===== config.mk =====
export PLATFORM = sky130hd
export DESIGN_NAME = stopwatch_ctrl
export DESIGN_NICKNAME = d
export VERILOG_FILES = /design/src/rtl/stopwatch_pkg.sv /design/src/rtl/stopwatch_ctrl_debounce.sv /design/src/rtl/stopwatch_ctrl.sv
export SDC_FILE = /design/constraint.sdc
export NUM_CORES = 1
export LEC_CHECK = 0
export BUFFER_PORTS_ARGS = -buffer_cell sky130_fd_sc_hd__buf_2
export CAP_MARGIN = 5
export CORE_MARGIN = 2
export CORE_UTILIZATION = 45
export DETAILED_ROUTE_END_ITERATION = 10
export SETUP_SLACK_MARGIN = 0.05
export SLEW_MARGIN = 20
export SYNTH_ARGS = -nofsm -noshare
export SYNTH_HDL_FRONTEND = slang
export SYNTH_SLANG_ARGS = --single-unit

===== constraint.sdc =====
create_clock -name clk -period 2.2 [get_ports clk]
set_input_delay 0.22 -clock clk [delete_from_list [all_inputs] [get_ports clk]]
set_output_delay 0.22 -clock clk [all_outputs]
set_load 0.05 [all_outputs]

===== src/rtl/stopwatch_pkg.sv =====
// -----------------------------------------------------------------------------
// stopwatch_pkg
//   Shared types and default constants for the stopwatch control front end.
//   - sw_state_e     : mode FSM state encoding (IDLE, RUN, PAUSE, LAP)
//   - DEF_CLK_HZ     : default system clock frequency in Hz
//   - DEF_TICK_HZ    : default count-tick rate in Hz (centiseconds)
//   - DEF_DEB_CYCLES : default number of stable samples to accept a button level
//   - cnt_width()    : width of a counter that must hold 0..n-1, never below 1
// -----------------------------------------------------------------------------
package stopwatch_pkg;

   typedef enum logic [1:0] {
      IDLE  = 2'd0,
      RUN   = 2'd1,
      PAUSE = 2'd2,
      LAP   = 2'd3
   } sw_state_e;

   localparam int DEF_CLK_HZ     = 50_000_000;
   localparam int DEF_TICK_HZ    = 100;
   localparam int DEF_DEB_CYCLES = 500_000;

   // $clog2(1) is 0, which would give a zero-width counter; clamp to 1 bit.
   function automatic int cnt_width(input int n);
      return (n < 2) ? 1 : $clog2(n);
   endfunction

endpackage


===== src/rtl/stopwatch_ctrl_debounce.sv =====
// -----------------------------------------------------------------------------
// sw_debounce
//   One raw push-button in, one press event out.
//   Raw input -> 2-FF synchronizer -> stability counter -> debounced level.
//   The level flips only after DEB_CYCLES consecutive synchronized samples
//   that differ from it; any sample equal to the level restarts the count.
//   press is a registered one-cycle pulse on the level's 0->1 change;
//   releases produce nothing.
//
// Ports
//   clk    in  system clock, rising edge
//   reset  in  asynchronous active-low reset
//   raw    in  raw active-high button, asynchronous, may bounce
//   press  out one-cycle press event
// -----------------------------------------------------------------------------
module sw_debounce
   import stopwatch_pkg::*;
#(
   parameter int DEB_CYCLES = DEF_DEB_CYCLES
) (
   input  logic clk,
   input  logic reset,
   input  logic raw,
   output logic press
);

   localparam int            CW       = cnt_width(DEB_CYCLES);
   localparam logic [CW-1:0] CNT_LAST = CW'(DEB_CYCLES - 1);

   logic [1:0]    sync_q;
   logic [CW-1:0] cnt_q;
   logic          level_q;
   logic          sample;

   assign sample = sync_q[1];

   always_ff @(posedge clk or negedge reset) begin
      if (!reset) begin
         sync_q  <= '0;
         cnt_q   <= '0;
         level_q <= 1'b0;
         press   <= 1'b0;
      end else begin
         sync_q <= {sync_q[0], raw};
         press  <= 1'b0;
         if (sample == level_q) begin
            cnt_q <= '0;
         end else if (cnt_q == CNT_LAST) begin
            // This sample is the DEB_CYCLES-th differing one in a row.
            level_q <= sample;
            cnt_q   <= '0;
            press   <= sample;
         end else begin
            cnt_q <= cnt_q + 1'b1;
         end
      end
   end

endmodule


===== src/rtl/stopwatch_ctrl.sv =====
// -----------------------------------------------------------------------------
// stopwatch_ctrl
//   Control front end of the real-time stopwatch: debounces the start/stop and
//   lap/reset buttons, runs the mode FSM and drives the counter chain.
//
// Parameters
//   CLK_HZ      system clock frequency in Hz
//   TICK_HZ     count-tick rate in Hz; DIV = CLK_HZ/TICK_HZ (>= 2)
//   DEB_CYCLES  consecutive stable samples to accept a button level (>= 1)
//
// Ports
//   clk        in  system clock, rising edge
//   reset      in  asynchronous active-low reset
//   btn_ss     in  raw start/stop button, active-high, may bounce
//   btn_lr     in  raw lap/reset button, active-high, may bounce
//   tick       out one-cycle pulse every DIV cycles while running
//   run        out level, high in RUN and LAP
//   run_tgl    out one-cycle strobe on every change of run (toggle-flop T)
//   clr        out one-cycle strobe that zeroes the counter chain
//   lap        out display freeze level, high only in LAP
//   dbg_state  out current FSM state, for observation only
//
// Build option
//   STOPWATCH_LAP_EN  defined: four-state FSM with LAP (display freeze).
//                     undefined: LAP is never entered, lr in RUN is ignored,
//                     lap is tied low.
// -----------------------------------------------------------------------------
module stopwatch_ctrl
   import stopwatch_pkg::*;
#(
   parameter int CLK_HZ     = DEF_CLK_HZ,
   parameter int TICK_HZ    = DEF_TICK_HZ,
   parameter int DEB_CYCLES = DEF_DEB_CYCLES
) (
   input  logic      clk,
   input  logic      reset,
   input  logic      btn_ss,
   input  logic      btn_lr,
   output logic      tick,
   output logic      run,
   output logic      run_tgl,
   output logic      clr,
   output logic      lap,
   output sw_state_e dbg_state
);

   localparam int            DIV      = CLK_HZ / TICK_HZ;
   localparam int            PW       = $clog2(DIV);
   localparam logic [PW-1:0] PRE_LAST = PW'(DIV - 1);

   logic ss_press;
   logic lr_press;

   sw_debounce #(
      .DEB_CYCLES(DEB_CYCLES)
   ) u_deb_ss (
      .clk   (clk),
      .reset (reset),
      .raw   (btn_ss),
      .press (ss_press)
   );

   sw_debounce #(
      .DEB_CYCLES(DEB_CYCLES)
   ) u_deb_lr (
      .clk   (clk),
      .reset (reset),
      .raw   (btn_lr),
      .press (lr_press)
   );

   // ---------------------------------------------------------------------------
   // Mode FSM. ss is tested first in every state so a simultaneous lr press is
   // simply dropped.
   // ---------------------------------------------------------------------------
   sw_state_e state_q;
   sw_state_e state_d;
   logic      tgl_d;
   logic      clr_d;

   always_comb begin
      state_d = state_q;
      tgl_d   = 1'b0;
      clr_d   = 1'b0;
      case (state_q)
         IDLE: begin
            if (ss_press) begin
               state_d = RUN;
               tgl_d   = 1'b1;
            end else if (lr_press) begin
               clr_d = 1'b1;
            end
         end
         RUN: begin
            if (ss_press) begin
               state_d = PAUSE;
               tgl_d   = 1'b1;
            end
`ifdef STOPWATCH_LAP_EN
            else if (lr_press) begin
               state_d = LAP;
            end
`endif
         end
         PAUSE: begin
            if (ss_press) begin
               state_d = RUN;
               tgl_d   = 1'b1;
            end else if (lr_press) begin
               state_d = IDLE;
               clr_d   = 1'b1;
            end
         end
`ifdef STOPWATCH_LAP_EN
         LAP: begin
            if (ss_press) begin
               state_d = PAUSE;
               tgl_d   = 1'b1;
            end else if (lr_press) begin
               state_d = RUN;
            end
         end
`endif
         default: begin
            state_d = IDLE;
         end
      endcase
   end

   always_ff @(posedge clk or negedge reset) begin
      if (!reset) begin
         state_q <= IDLE;
         run_tgl <= 1'b0;
         clr     <= 1'b0;
      end else begin
         state_q <= state_d;
         run_tgl <= tgl_d;
         clr     <= clr_d;
      end
   end

   assign run       = (state_q == RUN) || (state_q == LAP);
   assign dbg_state = state_q;

`ifdef STOPWATCH_LAP_EN
   assign lap = (state_q == LAP);
`else
   assign lap = 1'b0;
`endif

   // ---------------------------------------------------------------------------
   // Prescaler. Advances only while run is high and holds in PAUSE, so a resume
   // continues the interrupted interval. It is zeroed on the same edge that
   // raises clr; run is low in every state that can issue clr, so tick and clr
   // can never coincide.
   // ---------------------------------------------------------------------------
   logic [PW-1:0] pre_q;

   always_ff @(posedge clk or negedge reset) begin
      if (!reset) begin
         pre_q <= '0;
         tick  <= 1'b0;
      end else begin
         tick <= 1'b0;
         if (clr_d) begin
            pre_q <= '0;
         end else if (run) begin
            if (pre_q == PRE_LAST) begin
               pre_q <= '0;
               tick  <= 1'b1;
            end else begin
               pre_q <= pre_q + 1'b1;
            end
         end
      end
   end

endmodule


* Word level (Yosys, flattened, before mapping) *
Index checks and enable logic that the tools add are counted.

storage, ports and cells
  register bits after elaboration = 70
  output and inout port bits = 7

operators by class
  add/subtract/negate cells = 3
  equal/unequal tests = 11
  muxes and demuxes = 24
  bitwise logic cells = 2
  reduce and logical (&&, ||, !) cells = 8

operators by type and width
  cell                                                             number
  19-bit 2-to-1 mux                                                7
  19-bit by 1-bit adder with 19-bit output, second input constant  3
  19-bit == test, second input constant                            3
  1-bit 2-to-1 mux                                                 12
  2-bit 2-to-1 mux                                                 4
  2-bit one-hot mux with 3 select lines                            1
  2-bit == test, second input constant                             2
  2-bit by 1-bit != test with 1-bit output, second input constant  2
  2-bit AND reduction                                              2
  3-bit by 1-bit != test with 1-bit output, second input constant  1
  3-bit AND reduction                                              1
  3-bit OR reduction                                               1
  1-bit == test                                                    2
  2-bit by 1-bit == test with 1-bit output, second input constant  1
  2-bit zero test                                                  1
  1-bit NOT                                                        2
  2-bit nonzero test                                               1
  2-bit OR reduction                                               1
  1-bit logical OR                                                 1

* Longest topological paths before layout *
Gate-level depths: netlist (run 1).

  depth in word-level cells = 4
  depth in mapped cells = 7

* Hierarchy *
Synthesis (run 1) repeated with hierarchy kept, for this count alone.

second synthesis, totals
  cell total of the unflattened synthesis = 366
  area total of the unflattened synthesis = 3,514.6 sq um

modules (own cells, without submodules)
  module          instances  cells an instance  area each (sq um)  sequential area each (sq um)
  sw_debounce     2          110                1,118.6            575.6
  stopwatch_ctrl  1          146                1,277.5            600.6

* Worst setup path before layout (run 1) *
OpenSTA, ideal clock, no wires.

  kind = register to register
  start = reg u_deb_ss.cnt_q[10]
  end = reg u_deb_ss.cnt_q[10]
  arrival = 1.639 ns
  required time = 2.081 ns
  slack = 0.442 ns
  stages on the path, launching flop included = 7
  period minus slack after synthesis = 1.758 ns
  cell sequence = dfrtp_1 -> or4_1 -> nor4_2 -> or2_1 -> buf_6 -> buf_12 -> nor2_1

between the ends
  longest elaborated chain between the ends = 3
  elaborated cells between the ends (all ways) = 4
  classes of those cells = add/sub (1); eq/ne (1); mux (2)

ends and longest elaborated chain
  what                                                                        line                                                          source
  start, declared                                                             stopwatch_ctrl_debounce.sv:31                                 logic [CW-1:0] cnt_q;
  start signal, assigned                                                      stopwatch_ctrl_debounce.sv:54                                 cnt_q <= cnt_q + 1'b1;
  19-bit by 1-bit adder with 19-bit output or 19-bit == test (tied branches)  stopwatch_ctrl_debounce.sv:54, stopwatch_ctrl_debounce.sv:48
  19-bit 2-to-1 mux (*)                                                       stopwatch_ctrl_debounce.sv:48                                 end else if (cnt_q == CNT_LAST) begin
  19-bit 2-to-1 mux (*)                                                       stopwatch_ctrl_debounce.sv:46                                 if (sample == level_q) begin

Mark *: on every way between the ends. The rest lies on a longest branch, timed or not.
A chain may end at the register's enable or synchronous reset.

* Final worst setup path (run 1) *
  start = reg pre_q[11]
  end = reg pre_q[15]

between the ends
  longest elaborated chain between the ends = 4
  elaborated cells between the ends (all ways) = 5
  classes of those cells = add/sub (1); eq/ne (1); mux (3)

ends and longest elaborated chain
  what                                                                        line                                          source
  start, declared                                                             stopwatch_ctrl.sv:157                         logic [PW-1:0] pre_q;
  start signal, assigned                                                      stopwatch_ctrl.sv:172                         pre_q <= pre_q + 1'b1;
  19-bit by 1-bit adder with 19-bit output or 19-bit == test (tied branches)  stopwatch_ctrl.sv:172, stopwatch_ctrl.sv:168
  19-bit 2-to-1 mux (*)                                                       stopwatch_ctrl.sv:168                         if (pre_q == PRE_LAST) begin
  19-bit 2-to-1 mux (*)                                                       stopwatch_ctrl.sv:167                         end else if (run) begin
  19-bit 2-to-1 mux (*)                                                       stopwatch_ctrl.sv:165                         if (clr_d) begin

Mark *: on every way between the ends. The rest lies on a longest branch, timed or not. The select of a mux whose other input is x is not followed.

==> impl_results.html, run 1 <==
<table>
<tr><th>Metric</th><th>Value</th></tr>
<tr><th colspan="2">Yosys</th></tr>
<tr><td>Number of distinct library cell variants in the gate-level netlist after synthesis</td><td>48</td></tr>
<tr><td>Xor and xnor area share after synthesis</td><td>10.2%</td></tr>
<tr><td>Average instance area after synthesis</td><td>9.89 um2</td></tr>
<tr><td>Portion of netlist area occupied by mux cells</td><td>1.27%</td></tr>
<tr><td>Most common flop cell mapped by yosys</td><td>sky130_fd_sc_hd__dfrtp_1</td></tr>
<tr><td>Seq/Total Area, Yosys</td><td>52.3%</td></tr>
<tr><td>Async SR Flop Fraction</td><td>100%</td></tr>
<tr><td>Compound-gate portion of the synthesized area</td><td>6.38%</td></tr>
<tr><td>Mapped Area</td><td>0.00335 mm2</td></tr>
<tr><td>Ys Warns</td><td>0</td></tr>
<tr><td>Post-synthesis share of cell area spent on and, or, nand and nor gates</td><td>25.5%</td></tr>
<tr><td>Number of flops mapped to enable cells by yosys</td><td>0</td></tr>
<tr><td>#FFs+latches synth</td><td>70</td></tr>
<tr><td>Main combinational cell family by area after synthesis</td><td>simple AND/OR/NAND/NOR gates</td></tr>
<tr><td>Synth Area in Adders</td><td>1.12%</td></tr>
<tr><td>Post-synthesis cell count</td><td>339</td></tr>
<tr><td>Syn_nets</td><td>346</td></tr>
<tr><th colspan="2">Timing</th></tr>
<tr><td>Final worst hold slack</td><td>0.351 ns</td></tr>
<tr><td>Crit share post-route</td><td>84.4%</td></tr>
<tr><td>Final critical path time including I/O delays and setup</td><td>1.86 ns</td></tr>
<tr><td>RSZ-0062 raised after global routing</td><td>no</td></tr>
<tr><td>Final max-slew violation count</td><td>0</td></tr>
<tr><td>Maximum frequency from static timing analysis</td><td>539 MHz</td></tr>
<tr><td>Worst Max-Slew Pin Slew</td><td>0.599 ns</td></tr>
<tr><td>Max-Slew Margin vs Limit</td><td>60.1%</td></tr>
<tr><td>Final-report hold violation count</td><td>0</td></tr>
<tr><td>Summed negative setup slack over all endpoints</td><td>0 ns</td></tr>
<tr><td>Clock Skews</td><td>0.0101 ns</td></tr>
<tr><td>Setup-violating endpoint count in the final report</td><td>0</td></tr>
<tr><th colspan="2">GRT</th></tr>
<tr><td>Total Routing Usage GR</td><td>17.2%</td></tr>
<tr><td>Via count of the first global-routing pass</td><td>2412</td></tr>
<tr><td>Pin count of the biggest net entering global routing</td><td>28</td></tr>
<tr><td>Antenna violations before repair</td><td>0</td></tr>
<tr><td>Global-route wire length before repair</td><td>11400 um</td></tr>
<tr><td>Global-route congestion overflow total</td><td>0</td></tr>
<tr><th colspan="2">Worst setup path</th></tr>
<tr><td>Data arrival at the endpoint of the critical path</td><td>2.10 ns</td></tr>
<tr><td>Startpoint type of the worst setup path</td><td>flop</td></tr>
<tr><td>Critical path type</td><td>reg2reg</td></tr>
<tr><td>Largest fanout on the critical path</td><td>12</td></tr>
<tr><td>Worst setup EP type</td><td>flop</td></tr>
<tr><td>Req. time, crit path</td><td>2.44 ns</td></tr>
<tr><th colspan="2">Finish</th></tr>
<tr><td>Diodes inserted</td><td>0</td></tr>
<tr><td>Fill cell instance count of the final layout</td><td>670</td></tr>
<tr><td>Most frequent cells in the layout</td><td>sky130_fd_sc_hd__dfrtp_1, sky130_fd_sc_hd__nor2_1, sky130_fd_sc_hd__nand2_1, sky130_fd_sc_hd__xor2_1, sky130_fd_sc_hd__nand3_1</td></tr>
<tr><td>Layout cells sized above 1</td><td>14.0%</td></tr>
<tr><td>Area overhead of the layout relative to synthesis</td><td>13.6%</td></tr>
<tr><td>Leading cell type in the layout, fill and taps excluded</td><td>sky130_fd_sc_hd__dfrtp_1</td></tr>
<tr><td>Post-layout net count</td><td>374</td></tr>
<tr><td>Final Util</td><td>52.8%</td></tr>
<tr><td>Non-filler cells, final</td><td>471</td></tr>
<tr><th colspan="2">Clocking</th></tr>
<tr><td>CTS Buf Count</td><td>9</td></tr>
<tr><td>Number of H-tree branching levels</td><td>3</td></tr>
<tr><td>Number of sinks on the clock net</td><td>70</td></tr>
<tr><td>CTS tree</td><td>done</td></tr>
<tr><td>Clock root buffer master</td><td>sky130_fd_sc_hd__clkbuf_8</td></tr>
<tr><td>Maximum count of clock buffers along a single path</td><td>2</td></tr>
<tr><td>Clock-pin slew on the worst setup and hold paths</td><td>0.08 ns</td></tr>
<tr><td>Clock latency at the later pin of the worst-skew pair</td><td>0.34 ns</td></tr>
<tr><th colspan="2">Pwr</th></tr>
<tr><td>Clock Power Share</td><td>43.7%</td></tr>
<tr><td>Proportion of total power due to net switching</td><td>22.4%</td></tr>
<tr><td>Combinational group share of total power</td><td>3.1%</td></tr>
<tr><td>Leakage</td><td>0.00169 uW</td></tr>
<tr><td>Worst ir drop on vdd</td><td>0.346 mV</td></tr>
<tr><td>Sequential power share</td><td>53.2%</td></tr>
<tr><td>Net switching power</td><td>552 uW</td></tr>
<tr><td>Cell internal power dissipation</td><td>1910 uW</td></tr>
<tr><td>Power density of the placed cells</td><td>646 mW/mm2</td></tr>
<tr><th colspan="2">Detailed routing</th></tr>
<tr><td>Antenna-violating nets left</td><td>0</td></tr>
<tr><td>Number of iterations in the first detailed-routing pass</td><td>4</td></tr>
<tr><td>DRC viols</td><td>0</td></tr>
<tr><td>Count of routing violations after the opening detailed-route iteration</td><td>128</td></tr>
<tr><td>Routed Wire Length</td><td>6360 um</td></tr>
<tr><td>Post-DR vias/cell</td><td>5.29</td></tr>
<tr><td>Average detailed-routed wire length per instance</td><td>13.5 um</td></tr>
<tr><td>Vias</td><td>2491</td></tr>
<tr><th colspan="2">Worst hold path</th></tr>
<tr><td>Tightest Hold Check Type</td><td>reg2reg</td></tr>
<tr><th colspan="2">Placement</th></tr>
<tr><td>Number of placed instances with taps included</td><td>452</td></tr>
<tr><td>Port buffer count</td><td>9</td></tr>
<tr><td>HPWL after detailed placement</td><td>4420 um</td></tr>
<tr><td>Routability cong.</td><td>0.805</td></tr>
<tr><th colspan="2">Floorplanning</th></tr>
<tr><td>Die boundary width</td><td>90.3 um</td></tr>
<tr><td>Number of top-level design ports</td><td>11</td></tr>
<tr><td>Number of rows created at floorplan</td><td>31</td></tr>
<tr><td>Die extent in y</td><td>90.3 um</td></tr>
<tr><td>CORE AREA</td><td>0.00721 mm2</td></tr>
<tr><td>Initial Utilization</td><td>46.5%</td></tr>
<tr><td>Die Outline Area</td><td>0.00815 mm2</td></tr>
<tr><th colspan="2">Run</th></tr>
<tr><td>Maximum capacitance violations</td><td>0</td></tr>
<tr><th colspan="2">Outcome</th></tr>
<tr><td>Outcome</td><td>finished, final reports clean</td></tr>
</table>
==> Yosys cell counts (2+ instances only) <==
cell / count / share of area (%)
sky130_fd_sc_hd__a21o_1: 6 / 1.3
sky130_fd_sc_hd__a21oi_1: 12 / 1.8
sky130_fd_sc_hd__a31oi_1: 2 / 0.37
sky130_fd_sc_hd__and2_1: 3 / 0.56
sky130_fd_sc_hd__and3_1: 6 / 1.1
sky130_fd_sc_hd__buf_2: 2 / 0.30
sky130_fd_sc_hd__clkbuf_1: 4 / 0.45
sky130_fd_sc_hd__dfrtp_1: 70 / 52
sky130_fd_sc_hd__ha_1: 3 / 1.1
sky130_fd_sc_hd__inv_1: 10 / 1.1
sky130_fd_sc_hd__mux2_2: 2 / 0.67
sky130_fd_sc_hd__mux2i_1: 2 / 0.60
sky130_fd_sc_hd__nand2_1: 33 / 3.7
sky130_fd_sc_hd__nand3_1: 23 / 3.4
sky130_fd_sc_hd__nand4_1: 17 / 3.2
sky130_fd_sc_hd__nand4b_1: 2 / 0.52
sky130_fd_sc_hd__nor2_1: 47 / 5.3
sky130_fd_sc_hd__nor3_1: 10 / 1.5
sky130_fd_sc_hd__nor3b_1: 2 / 0.45
sky130_fd_sc_hd__nor4_1: 5 / 0.93
sky130_fd_sc_hd__nor4b_1: 2 / 0.52
sky130_fd_sc_hd__o21ai_0: 7 / 1.0
sky130_fd_sc_hd__o22ai_1: 2 / 0.37
sky130_fd_sc_hd__o31ai_1: 3 / 0.67
sky130_fd_sc_hd__or2_2: 2 / 0.37
sky130_fd_sc_hd__or3_1: 3 / 0.56
sky130_fd_sc_hd__xnor2_1: 12 / 3.1
sky130_fd_sc_hd__xor2_1: 27 / 7.1
==> power by group through the flow <==
stage	combinational, uW	sequential [uW]	clock, uW
finish	75.5	1310	1080
global route	87.5	1310	1160
CTS	78.6	1310	1100
detailed placement	74.0	1330	0
global placement	73.6	1330	0
floorplan	36.2	1330	0
==> timing repair <==
| action | CTS | global route |
|---|---|---|
| hold buffers | 3 | 0 |
| setup buffers | 0 | 0 |
| endpoints found under the hold margin | 25 | 0 |
| gates resized for setup | 0 | 1 |
| setup endpoints to repair | 0 | 3 |
==> routing by layer <==
metal	wire length (um)	GRT usage, %
met1	3200	23.8
met2	2840	26.5
met3	187	3.26
met4	125	7.95
met5	0	0
==> final timing paths <==
path                               startpoint                  to  slack [ns]  cells after the start
setup / recovery                    pre_q[11]           pre_q[15]        0.34                      5
hold / removal             u_deb_ss.sync_q[0]  u_deb_ss.sync_q[1]        0.35                      0
setup reg to reg                    pre_q[11]           pre_q[15]        0.34                      5
hold reg to reg            u_deb_ss.sync_q[0]  u_deb_ss.sync_q[1]        0.35                      0
max in group asynchronous               reset   u_deb_ss.cnt_q[7]        1.17                      3
min in group asynchronous               reset        dbg_state[0]        0.41                      2
==> critical path, stage by stage (launching register included) <==
cell and delay, ns:
sky130_fd_sc_hd__dfrtp_1 0.44, sky130_fd_sc_hd__nor4_1 0.34, sky130_fd_sc_hd__nand4_1 0.19, sky130_fd_sc_hd__o21a_1 0.38
sky130_fd_sc_hd__a21o_1 0.24, sky130_fd_sc_hd__a21o_1 0.16
==> flip-flops by register name, indices dropped and copies added (netlist names) <==
signal	count
pre_q	19
u_deb_lr.cnt_q	19
u_deb_ss.cnt_q	19
dbg_state	2
u_deb_lr.sync_q	2
u_deb_ss.sync_q	2
clr	1
run_tgl	1
tick	1
u_deb_lr.level_q	1
u_deb_lr.press	1
u_deb_ss.level_q	1
u_deb_ss.press	1
==> cell type report <==
class	instances	area [um2]	area share, %
sequential	70	1750	46.0
multi-input combinational	249	1500	39.4
timing repair buffer	27	188	4.93
clock buffer	11	151	3.98
tap	99	124	3.25
clock inverter	5	56.3	1.48
inverter	10	37.5	0.986
==> through the flow <==
step                      power (uW)  cell area, um2  setup WS [ns]
after floorplan                 1370            3350          0.442
after global placement          1410            3560          0.347
after detailed placement        1410            3560          0.304
after CTS                       2490            3800          0.261
after global routing            2560            3810          0.181
final                           2460            3810          0.344
==> cells by family after synthesis <==
group,after synthesis
simple gates,167
fa+ha+maj,3
mux,4
compound gates,35
flops,70
xor+xnor,39
other cells,1
buf+inv,20
(Power assumes the default switching activity.)
==> run 2: changes to the inputs <==
Settings changed: ABC_AREA set to 1.
Clock period 2.2 ns to 1.57 ns, I/O delays scaled along.
==> impl_results.html, run 2 <==
<table>
<tr><th>Metric</th><th>Value</th></tr>
<tr><th colspan="2">Worst setup path</th></tr>
<tr><td>CP startpoint</td><td>u_deb_lr.cnt_q[0] (was pre_q[11])</td></tr>
<tr><td>Largest fanout on the critical path</td><td>6 (was 12)</td></tr>
<tr><td>Worst R2R Start</td><td>u_deb_lr.cnt_q[0] (was pre_q[11])</td></tr>
<tr><td>Cell mode on critical path</td><td>sky130_fd_sc_hd__nand2_1 (was sky130_fd_sc_hd__a21o_1)</td></tr>
<tr><td>Worst R2R End</td><td>u_deb_lr.cnt_q[16] (was pre_q[15])</td></tr>
<tr><td>Data arrival at the endpoint of the critical path</td><td>1.69 ns (was 2.10 ns)</td></tr>
<tr><td>Crit-path cells</td><td>ha_4 -&gt; nand2_4 -&gt; nor2_8 -&gt; nand3_4 -&gt; nor2_4 -&gt; buf_12 -&gt; nand2_1 -&gt; nand2_1 -&gt; a21oi_2 (was nor4_1 -&gt; nand4_1 -&gt; o21a_1 -&gt; a21o_1 -&gt; a21o_1)</td></tr>
<tr><td>Slowest stage cell, crit path</td><td>sky130_fd_sc_hd__dfrtp_1 (unchanged)</td></tr>
<tr><td>Worst setup EP type</td><td>flop (unchanged)</td></tr>
<tr><td>Delay contributed by the slowest stage of the critical path</td><td>0.41 ns (was 0.44 ns)</td></tr>
<tr><td>Capture point of the critical path</td><td>u_deb_lr.cnt_q[16] (was pre_q[15])</td></tr>
<tr><td>Req. time, crit path</td><td>1.81 ns (was 2.44 ns)</td></tr>
<tr><td>Startpoint type of the worst setup path</td><td>flop (unchanged)</td></tr>
<tr><td>Reg2Reg Setup Slack</td><td>0.12 ns (was 0.34 ns)</td></tr>
<tr><td>Worst reg-to-reg path cell count</td><td>9 (was 5)</td></tr>
<tr><td>Critical path type</td><td>reg2reg (unchanged)</td></tr>
<tr><th colspan="2">Timing</th></tr>
<tr><td>Maximum frequency from static timing analysis</td><td>688 MHz (was 539 MHz)</td></tr>
<tr><td>Summed negative setup slack over all endpoints</td><td>0 ns (unchanged)</td></tr>
<tr><td>Crit share post-route</td><td>92.6% (was 84.4%)</td></tr>
<tr><td>Crit path setup slack, layout</td><td>0.117 ns (was 0.344 ns)</td></tr>
<tr><td>Final critical path time including I/O delays and setup</td><td>1.45 ns (was 1.86 ns)</td></tr>
<tr><td>Clock Skews</td><td>0.0116 ns (was 0.0101 ns)</td></tr>
<tr><td>RSZ-0062 raised after global routing</td><td>yes (was no)</td></tr>
<tr><td>Setup-violating endpoint count in the final report</td><td>0 (unchanged)</td></tr>
<tr><td>Final-report hold violation count</td><td>0 (unchanged)</td></tr>
<tr><td>Final max-slew violation count</td><td>0 (unchanged)</td></tr>
<tr><th colspan="2">Worst hold path</th></tr>
<tr><td>Tightest Hold Check Type</td><td>in2async (was reg2reg)</td></tr>
<tr><th colspan="2">Floorplanning</th></tr>
<tr><td>CORE AREA</td><td>0.00872 mm2 (was 0.00721 mm2)</td></tr>
<tr><td>Die Outline Area</td><td>0.00973 mm2 (was 0.00815 mm2)</td></tr>
<tr><td>Die boundary width</td><td>98.7 um (was 90.3 um)</td></tr>
<tr><td>Die extent in y</td><td>98.7 um (was 90.3 um)</td></tr>
<tr><td>Number of top-level design ports</td><td>11 (unchanged)</td></tr>
<tr><td>Initial Utilization</td><td>46.2% (was 46.5%)</td></tr>
<tr><td>Number of rows created at floorplan</td><td>34 (was 31)</td></tr>
<tr><th colspan="2">Pwr</th></tr>
<tr><td>Proportion of total power due to net switching</td><td>22.4% (about the same)</td></tr>
<tr><td>Power density of the placed cells</td><td>738 mW/mm2 (was 646 mW/mm2)</td></tr>
<tr><td>Leakage</td><td>0.00215 uW (was 0.00169 uW)</td></tr>
<tr><td>Net switching power</td><td>777 uW (was 552 uW)</td></tr>
<tr><td>Combinational group share of total power</td><td>3.8% (was 3.1%)</td></tr>
<tr><td>Worst ir drop on vdd</td><td>0.419 mV (was 0.346 mV)</td></tr>
<tr><td>Sequential power share</td><td>53.1% (was 53.2%)</td></tr>
<tr><td>Cell internal power dissipation</td><td>2690 uW (was 1910 uW)</td></tr>
<tr><td>Clock Power Share</td><td>43.1% (was 43.7%)</td></tr>
<tr><th colspan="2">Yosys</th></tr>
<tr><td>Top-count cell post-synth</td><td>sky130_fd_sc_hd__nand2_1 (was sky130_fd_sc_hd__dfrtp_1)</td></tr>
<tr><td>Largest area contributor in the netlist</td><td>sky130_fd_sc_hd__dfrtp_1 (unchanged)</td></tr>
<tr><td>Post-synthesis cell count</td><td>531 (was 339)</td></tr>
<tr><td>#FFs+latches synth</td><td>70 (unchanged)</td></tr>
<tr><td>Number of distinct library cell variants in the gate-level netlist after synthesis</td><td>38 (was 48)</td></tr>
<tr><td>Most frequent cells after synthesis</td><td>sky130_fd_sc_hd__nand2_1, sky130_fd_sc_hd__nor2_1, sky130_fd_sc_hd__dfrtp_1 (was sky130_fd_sc_hd__dfrtp_1, sky130_fd_sc_hd__nor2_1, sky130_fd_sc_hd__nand2_1)</td></tr>
<tr><td>Async SR Flop Fraction</td><td>100% (unchanged)</td></tr>
<tr><td>Syn_nets</td><td>538 (was 346)</td></tr>
<tr><td>Mapped Area</td><td>0.00403 mm2 (was 0.00335 mm2)</td></tr>
<tr><td>Ys Warns</td><td>0 (unchanged)</td></tr>
<tr><td>Cell types occupying the most area after synthesis</td><td>sky130_fd_sc_hd__dfrtp_1, sky130_fd_sc_hd__nand2_1, sky130_fd_sc_hd__nor2_1 (was sky130_fd_sc_hd__dfrtp_1, sky130_fd_sc_hd__xor2_1, sky130_fd_sc_hd__nor2_1)</td></tr>
<tr><td>Average instance area after synthesis</td><td>7.59 um2 (was 9.89 um2)</td></tr>
<tr><td>Seq/Total Area, Yosys</td><td>43.5% (was 52.3%)</td></tr>
<tr><td>Most common flop cell mapped by yosys</td><td>sky130_fd_sc_hd__dfrtp_1 (unchanged)</td></tr>
<tr><td>Share of the synthesized area in the top cell type</td><td>43.5% (was 52.3%)</td></tr>
<tr><td>Number of flops mapped to enable cells by yosys</td><td>0 (unchanged)</td></tr>
<tr><th colspan="2">Detailed routing</th></tr>
<tr><td>DRC viols</td><td>0 (unchanged)</td></tr>
<tr><td>Vias</td><td>3400 (was 2491)</td></tr>
<tr><td>Antenna-violating nets left</td><td>0 (unchanged)</td></tr>
<tr><td>Count of routing violations after the opening detailed-route iteration</td><td>136 (was 128)</td></tr>
<tr><td>Average detailed-routed wire length per instance</td><td>12.9 um (was 13.5 um)</td></tr>
<tr><td>Post-DR vias/cell</td><td>4.96 (was 5.29)</td></tr>
<tr><td>Routed Wire Length</td><td>8810 um (was 6360 um)</td></tr>
<tr><td>Number of iterations in the first detailed-routing pass</td><td>4 (unchanged)</td></tr>
<tr><th colspan="2">Clocking</th></tr>
<tr><td>Clock root buffer master</td><td>sky130_fd_sc_hd__clkbuf_8 (unchanged)</td></tr>
<tr><td>Clock latency at the later pin of the worst-skew pair</td><td>0.34 ns (about the same)</td></tr>
<tr><td>Maximum count of clock buffers along a single path</td><td>2 (unchanged)</td></tr>
<tr><td>Number of H-tree branching levels</td><td>3 (unchanged)</td></tr>
<tr><td>CTS Buf Count</td><td>9 (unchanged)</td></tr>
<tr><td>Number of sinks on the clock net</td><td>70 (unchanged)</td></tr>
<tr><td>CTS tree</td><td>done (unchanged)</td></tr>
<tr><td>Clock-pin slew on the worst setup and hold paths</td><td>0.08 ns (about the same)</td></tr>
<tr><th colspan="2">Finish</th></tr>
<tr><td>Top Registers</td><td>pre_q (19), u_deb_lr.cnt_q (19), u_deb_ss.cnt_q (19) (unchanged)</td></tr>
<tr><td>Diodes inserted</td><td>0 (unchanged)</td></tr>
<tr><td>Post-layout net count</td><td>579 (was 374)</td></tr>
<tr><td>Layout cells sized above 1</td><td>18.2% (was 14.0%)</td></tr>
<tr><td>Area overhead of the layout relative to synthesis</td><td>16.5% (was 13.6%)</td></tr>
<tr><td>Leading cell type in the layout, fill and taps excluded</td><td>sky130_fd_sc_hd__nand2_1 (was sky130_fd_sc_hd__dfrtp_1)</td></tr>
<tr><td>Fill cell instance count of the final layout</td><td>834 (was 670)</td></tr>
<tr><td>Final Util</td><td>53.8% (was 52.8%)</td></tr>
<tr><td>Most frequent cells in the layout</td><td>sky130_fd_sc_hd__nand2_1, sky130_fd_sc_hd__nor2_1, sky130_fd_sc_hd__dfrtp_1, sky130_fd_sc_hd__inv_1, sky130_fd_sc_hd__nand3_1 (was sky130_fd_sc_hd__dfrtp_1, sky130_fd_sc_hd__nor2_1, sky130_fd_sc_hd__nand2_1, sky130_fd_sc_hd__xor2_1, sky130_fd_sc_hd__nand3_1)</td></tr>
<tr><th colspan="2">Placement</th></tr>
<tr><td>HPWL after detailed placement</td><td>6390 um (was 4420 um)</td></tr>
<tr><td>Routability cong.</td><td>0.901 (was 0.805)</td></tr>
<tr><td>Port buffer count</td><td>9 (unchanged)</td></tr>
<tr><td>Pre-CTS WS</td><td>0.0562 ns (was 0.304 ns)</td></tr>
<tr><th colspan="2">Outcome</th></tr>
<tr><td>Outcome</td><td>finished, final reports clean (unchanged)</td></tr>
<tr><th colspan="2">GRT</th></tr>
<tr><td>Global-route congestion overflow total</td><td>0 (unchanged)</td></tr>
<tr><td>Total Routing Usage GR</td><td>19.6% (was 17.2%)</td></tr>
<tr><td>Global-route wire length before repair</td><td>15400 um (was 11400 um)</td></tr>
<tr><td>Antenna violations before repair</td><td>0 (unchanged)</td></tr>
<tr><td>Via count of the first global-routing pass</td><td>3324 (was 2412)</td></tr>
<tr><td>Pin count of the biggest net entering global routing</td><td>30 (was 28)</td></tr>
<tr><th colspan="2">Run</th></tr>
<tr><td>Maximum capacitance violations</td><td>0 (unchanged)</td></tr>
</table>
## run 2: stage by stage
step	area [um2]	power [uW]	instances	hold slack, ns
3_3_place_gp	4310	1980	656	0.110
4_1_cts	4540	3500	675	0.287
3_5_place_dp	4310	1980	656	0.118
6_report	4700	3470	685	0.272
2_1_floorplan	4030	1920	531	-0.139
5_1_grt	4700	3600	685	0.319
## run 2: power groups by stage
stage / clock [uW] / combinational (uW) / sequential, uW
2_1_floorplan: 0 / 50.2 / 1870
4_1_cts: 1550 / 123 / 1830
3_3_place_gp: 0 / 114 / 1870
5_1_grt: 1600 / 157 / 1840
3_5_place_dp: 0 / 115 / 1870
6_report: 1490 / 132 / 1840
## run 2: layout make-up
cell class	instances	area (um2)	area share [%]
Clock buffer	13	159	3.38
Clock inverter	3	42.5	0.906
Inverter	61	229	4.88
Multi-Input combinational cell	396	2090	44.6
Sequential cell	70	1760	37.4
Tap cell	108	135	2.88
Timing Repair Buffer	34	280	5.97
## run 2: worst min path at each step
stage                      from                end  slack (ns)  depth (start not counted)
after global routing      reset  u_deb_lr.cnt_q[4]        0.32                          2
final                     reset  u_deb_lr.cnt_q[4]        0.27                          2
after CTS                 reset          pre_q[15]        0.29                          2
after detailed placement  reset           pre_q[5]        0.12                          1
after floorplan           reset                clr       -0.14                          0
after global placement    reset  u_deb_lr.cnt_q[4]        0.11                          1
## run 2: repair_timing
item	4_1_cts	5_1_grt
setup endpoints to repair	4	37
setup buffers	0	11
pin swaps	0	14
hold buffers	3	0
endpoints found under the hold margin	28	0
gates resized for setup	2	17
## run 2: cell families (layout without fill, tap and decap cells)
kind of cell	Yosys count	count (layout)	share of synthesized area (%)
adders and majority gates	3	3	0.931
buffers and inverters	65	111	6.27
xor gates and xnor gates	24	24	5.40
other	1	1	0.0930
AOI/OAI and AO/OA	30	30	4.19
and+or+nand+nor	338	338	39.7
DFF	70	70	43.5
## run 2: critical path: cells and delay by family, from the launching register on
kind | cells | cell delay (ns)
flops | 1 | 0.41
buf+inv | 1 | 0.12
compound gates | 1 | 0.05
simple gates | 6 | 0.59
fa+ha+maj | 1 | 0.17
## run 2: metal layers
| layer | wire length [um] | part of all wire (%) | vias up | track usage [%] |
|---|---|---|---|---|
| li1 | - | - | 1753 | - |
| met5 | 0 | 0 | - | 0 |
| met3 | 265 | 3.0 | 13 | 2.84 |
| met4 | 174 | 2.0 | 0 | 8.54 |
| met1 | 4290 | 49 | 1589 | 27.4 |
| met2 | 4080 | 46 | 45 | 30.6 |
==> run 3: changes to the inputs <==
Clock period 1.57 ns to 1.7 ns, I/O delays scaled along.
==> impl_results.html, run 3 (same netlist as run 2, synthesis figures left out) <==
<table>
<tr><th>Metric</th><th>Value</th></tr>
<tr><th colspan="2">Outcome</th></tr>
<tr><td>Outcome</td><td>finished, final reports clean (unchanged)</td></tr>
<tr><th colspan="2">Clocking</th></tr>
<tr><td>Clock-pin slew on the worst setup and hold paths</td><td>0.08 ns (about the same)</td></tr>
<tr><td>Clock latency at the later pin of the worst-skew pair</td><td>0.34 ns (about the same)</td></tr>
<tr><td>Number of sinks on the clock net</td><td>70 (unchanged)</td></tr>
<tr><td>CTS tree</td><td>done (unchanged)</td></tr>
<tr><td>Number of H-tree branching levels</td><td>3 (unchanged)</td></tr>
<tr><td>Maximum count of clock buffers along a single path</td><td>2 (unchanged)</td></tr>
<tr><td>CTS Buf Count</td><td>9 (unchanged)</td></tr>
<tr><td>Clock root buffer master</td><td>sky130_fd_sc_hd__clkbuf_8 (unchanged)</td></tr>
<tr><th colspan="2">Timing</th></tr>
<tr><td>Final critical path time including I/O delays and setup</td><td>1.52 ns (was 1.45 ns)</td></tr>
<tr><td>Maximum frequency from static timing analysis</td><td>657 MHz (was 688 MHz)</td></tr>
<tr><td>Final-report hold violation count</td><td>0 (unchanged)</td></tr>
<tr><td>Crit share post-route</td><td>89.6% (was 92.6%)</td></tr>
<tr><td>Setup-violating endpoint count in the final report</td><td>0 (unchanged)</td></tr>
<tr><td>Final max-slew violation count</td><td>0 (unchanged)</td></tr>
<tr><td>RSZ-0062 raised after global routing</td><td>no (was yes)</td></tr>
<tr><td>Clock Skews</td><td>0.00995 ns (was 0.0116 ns)</td></tr>
<tr><td>Summed negative setup slack over all endpoints</td><td>0 ns (unchanged)</td></tr>
<tr><td>Crit path setup slack, layout</td><td>0.177 ns (was 0.117 ns)</td></tr>
<tr><th colspan="2">Finish</th></tr>
<tr><td>Leading cell type in the layout, fill and taps excluded</td><td>sky130_fd_sc_hd__nand2_1 (unchanged)</td></tr>
<tr><td>Layout cells sized above 1</td><td>14.7% (was 18.2%)</td></tr>
<tr><td>Most frequent cells in the layout</td><td>sky130_fd_sc_hd__nand2_1, sky130_fd_sc_hd__nor2_1, sky130_fd_sc_hd__dfrtp_1, sky130_fd_sc_hd__inv_1, sky130_fd_sc_hd__nand3_1 (unchanged)</td></tr>
<tr><td>Area overhead of the layout relative to synthesis</td><td>12.8% (was 16.5%)</td></tr>
<tr><td>Diodes inserted</td><td>0 (unchanged)</td></tr>
<tr><td>Post-layout net count</td><td>567 (was 579)</td></tr>
<tr><td>Combined flip-flop and latch cell area</td><td>0.00175 mm2 (was 0.00176 mm2)</td></tr>
<tr><td>Fill cell instance count of the final layout</td><td>804 (was 834)</td></tr>
<tr><td>Combined area of the multi-input logic cells</td><td>0.00203 mm2 (was 0.00209 mm2)</td></tr>
<tr><td>Top Registers</td><td>pre_q (19), u_deb_lr.cnt_q (19), u_deb_ss.cnt_q (19) (unchanged)</td></tr>
<tr><th colspan="2">Floorplanning</th></tr>
<tr><td>Initial Utilization</td><td>46.2% (unchanged)</td></tr>
<tr><td>Die extent in y</td><td>98.7 um (unchanged)</td></tr>
<tr><td>Die boundary width</td><td>98.7 um (unchanged)</td></tr>
<tr><td>CORE AREA</td><td>0.00872 mm2 (unchanged)</td></tr>
<tr><td>Number of top-level design ports</td><td>11 (unchanged)</td></tr>
<tr><td>Die Outline Area</td><td>0.00973 mm2 (unchanged)</td></tr>
<tr><td>Number of rows created at floorplan</td><td>34 (unchanged)</td></tr>
<tr><th colspan="2">Pwr</th></tr>
<tr><td>Worst ir drop on vdd</td><td>0.470 mV (was 0.419 mV)</td></tr>
<tr><td>Power density of the placed cells</td><td>760 mW/mm2 (was 738 mW/mm2)</td></tr>
<tr><td>Leakage</td><td>0.00208 uW (was 0.00215 uW)</td></tr>
<tr><th colspan="2">Run</th></tr>
<tr><td>Maximum capacitance violations</td><td>0 (unchanged)</td></tr>
<tr><th colspan="2">Worst setup path</th></tr>
<tr><td>Startpoint type of the worst setup path</td><td>flop (unchanged)</td></tr>
<tr><td>Critical path type</td><td>reg2reg (unchanged)</td></tr>
<tr><td>Req. time, crit path</td><td>1.92 ns (was 1.81 ns)</td></tr>
<tr><td>Worst reg-to-reg path cell count</td><td>7 (was 9)</td></tr>
<tr><td>Worst setup EP type</td><td>flop (unchanged)</td></tr>
<tr><td>Data arrival at the endpoint of the critical path</td><td>1.74 ns (was 1.69 ns)</td></tr>
<tr><td>Largest fanout on the critical path</td><td>8 (was 6)</td></tr>
<tr><th colspan="2">GRT</th></tr>
<tr><td>Antenna violations before repair</td><td>0 (unchanged)</td></tr>
<tr><td>Via count of the first global-routing pass</td><td>3171 (was 3324)</td></tr>
<tr><td>Pin count of the biggest net entering global routing</td><td>31 (was 30)</td></tr>
<tr><td>Global-route congestion overflow total</td><td>0 (unchanged)</td></tr>
<tr><td>Global-route wire length before repair</td><td>14400 um (was 15400 um)</td></tr>
<tr><td>Total Routing Usage GR</td><td>18.2% (was 19.6%)</td></tr>
<tr><th colspan="2">Detailed routing</th></tr>
<tr><td>Routed Wire Length</td><td>8320 um (was 8810 um)</td></tr>
<tr><td>Average detailed-routed wire length per instance</td><td>12.4 um (was 12.9 um)</td></tr>
<tr><td>Post-DR vias/cell</td><td>4.99 (was 4.96)</td></tr>
<tr><td>Antenna-violating nets left</td><td>0 (unchanged)</td></tr>
<tr><td>DRC viols</td><td>0 (unchanged)</td></tr>
<tr><td>Number of iterations in the first detailed-routing pass</td><td>4 (unchanged)</td></tr>
<tr><td>Vias</td><td>3359 (was 3400)</td></tr>
<tr><td>Count of routing violations after the opening detailed-route iteration</td><td>167 (was 136)</td></tr>
<tr><th colspan="2">Placement</th></tr>
<tr><td>Routability cong.</td><td>0.910 (was 0.901)</td></tr>
<tr><td>HPWL after detailed placement</td><td>6250 um (was 6390 um)</td></tr>
<tr><td>Pre-CTS WS</td><td>0.124 ns (was 0.0562 ns)</td></tr>
<tr><td>Port buffer count</td><td>9 (unchanged)</td></tr>
<tr><th colspan="2">Worst hold path</th></tr>
<tr><td>Tightest Hold Check Type</td><td>in2async (unchanged)</td></tr>
</table>
run 3: cell count changes in the layout (fill, tap and decap cells not counted), moves of 3 or more:
cell,change
sky130_fd_sc_hd__nand2_4,-3
sky130_fd_sc_hd__nand3_2,-3
sky130_fd_sc_hd__buf_4,-9
sky130_fd_sc_hd__nor2_1,+3
sky130_fd_sc_hd__dfrtp_1,+3
sky130_fd_sc_hd__nor2_2,-3
sky130_fd_sc_hd__nand3_1,+3
sky130_fd_sc_hd__buf_12,-3
sky130_fd_sc_hd__dfrtp_2,-3
run 3: critical path, cell delays in order (launching register included):
cell	delay [ns]
sky130_fd_sc_hd__dfrtp_1	0.40
sky130_fd_sc_hd__ha_2	0.23
sky130_fd_sc_hd__nand2_2	0.08
sky130_fd_sc_hd__nor2_4	0.14
sky130_fd_sc_hd__nand3_1	0.09
sky130_fd_sc_hd__nand2_1	0.17
sky130_fd_sc_hd__buf_4	0.20
sky130_fd_sc_hd__o22ai_1	0.08
run 3: what timing repair did:
item,4_1_cts,5_1_grt
resized for setup,0,2
endpoints found under the hold margin,29,0
setup buffers,0,2
hold buffers,3,0
endpoints found under the setup margin,0,25
run 3: worst paths after layout:
| check | to | slack, ns | start |
|---|---|---|---|
| setup reg to reg | pre_q[3] | 0.18 | pre_q[0] |
| min in group clk | u_deb_ss.sync_q[1] | 0.35 | u_deb_ss.sync_q[0] |
| setup / recovery | pre_q[3] | 0.18 | pre_q[0] |
| hold / removal | u_deb_lr.cnt_q[8] | 0.29 | reset |
| hold reg to reg | u_deb_ss.sync_q[1] | 0.35 | u_deb_ss.sync_q[0] |
| max in group asynchronous | u_deb_ss.cnt_q[4] | 0.81 | reset |
run 3: power breakdown:
part           internal, uW  total, uW  switching (uW)
Sequential             1680       1690            12.8
Combinational          29.1        101            71.9
Clock                  1010       1660             647
Total                  2720       3450             732
run 3: area by class of cell:
cell class | count | share of cell area (%)
flip-flops and latches | 70 | 38.5
repair buffers | 22 | 3.36
clock inverters | 6 | 2.39
well taps | 108 | 2.97
inverters | 61 | 5.04
clock buffers | 10 | 3.03
multi-input cells | 396 | 44.7
run 3: metal layers:
metal  up-vias  wire length [um]  track usage, %
li1       1731                 -               -
met4         0               161            5.90
met1      1546              4040            25.6
met3        13               349            3.62
met2        69              3770            28.6
met5         -                 0               0
run 3: metrics by stage:
stage / hold WS (ns) / util (%) / power [uW] / cells / area, um2
6_report: 0.292 / 52.1 / 3450 / 673 / 4550
4_1_cts: 0.302 / 51.9 / 3510 / 671 / 4530
3_5_place_dp: 0.123 / 48.7 / 1820 / 652 / 4250
5_1_grt: 0.325 / 52.1 / 3600 / 673 / 4550
2_1_floorplan: -0.126 / - / 1770 / 531 / 4030
3_3_place_gp: 0.122 / 48.7 / 1820 / 652 / 4250
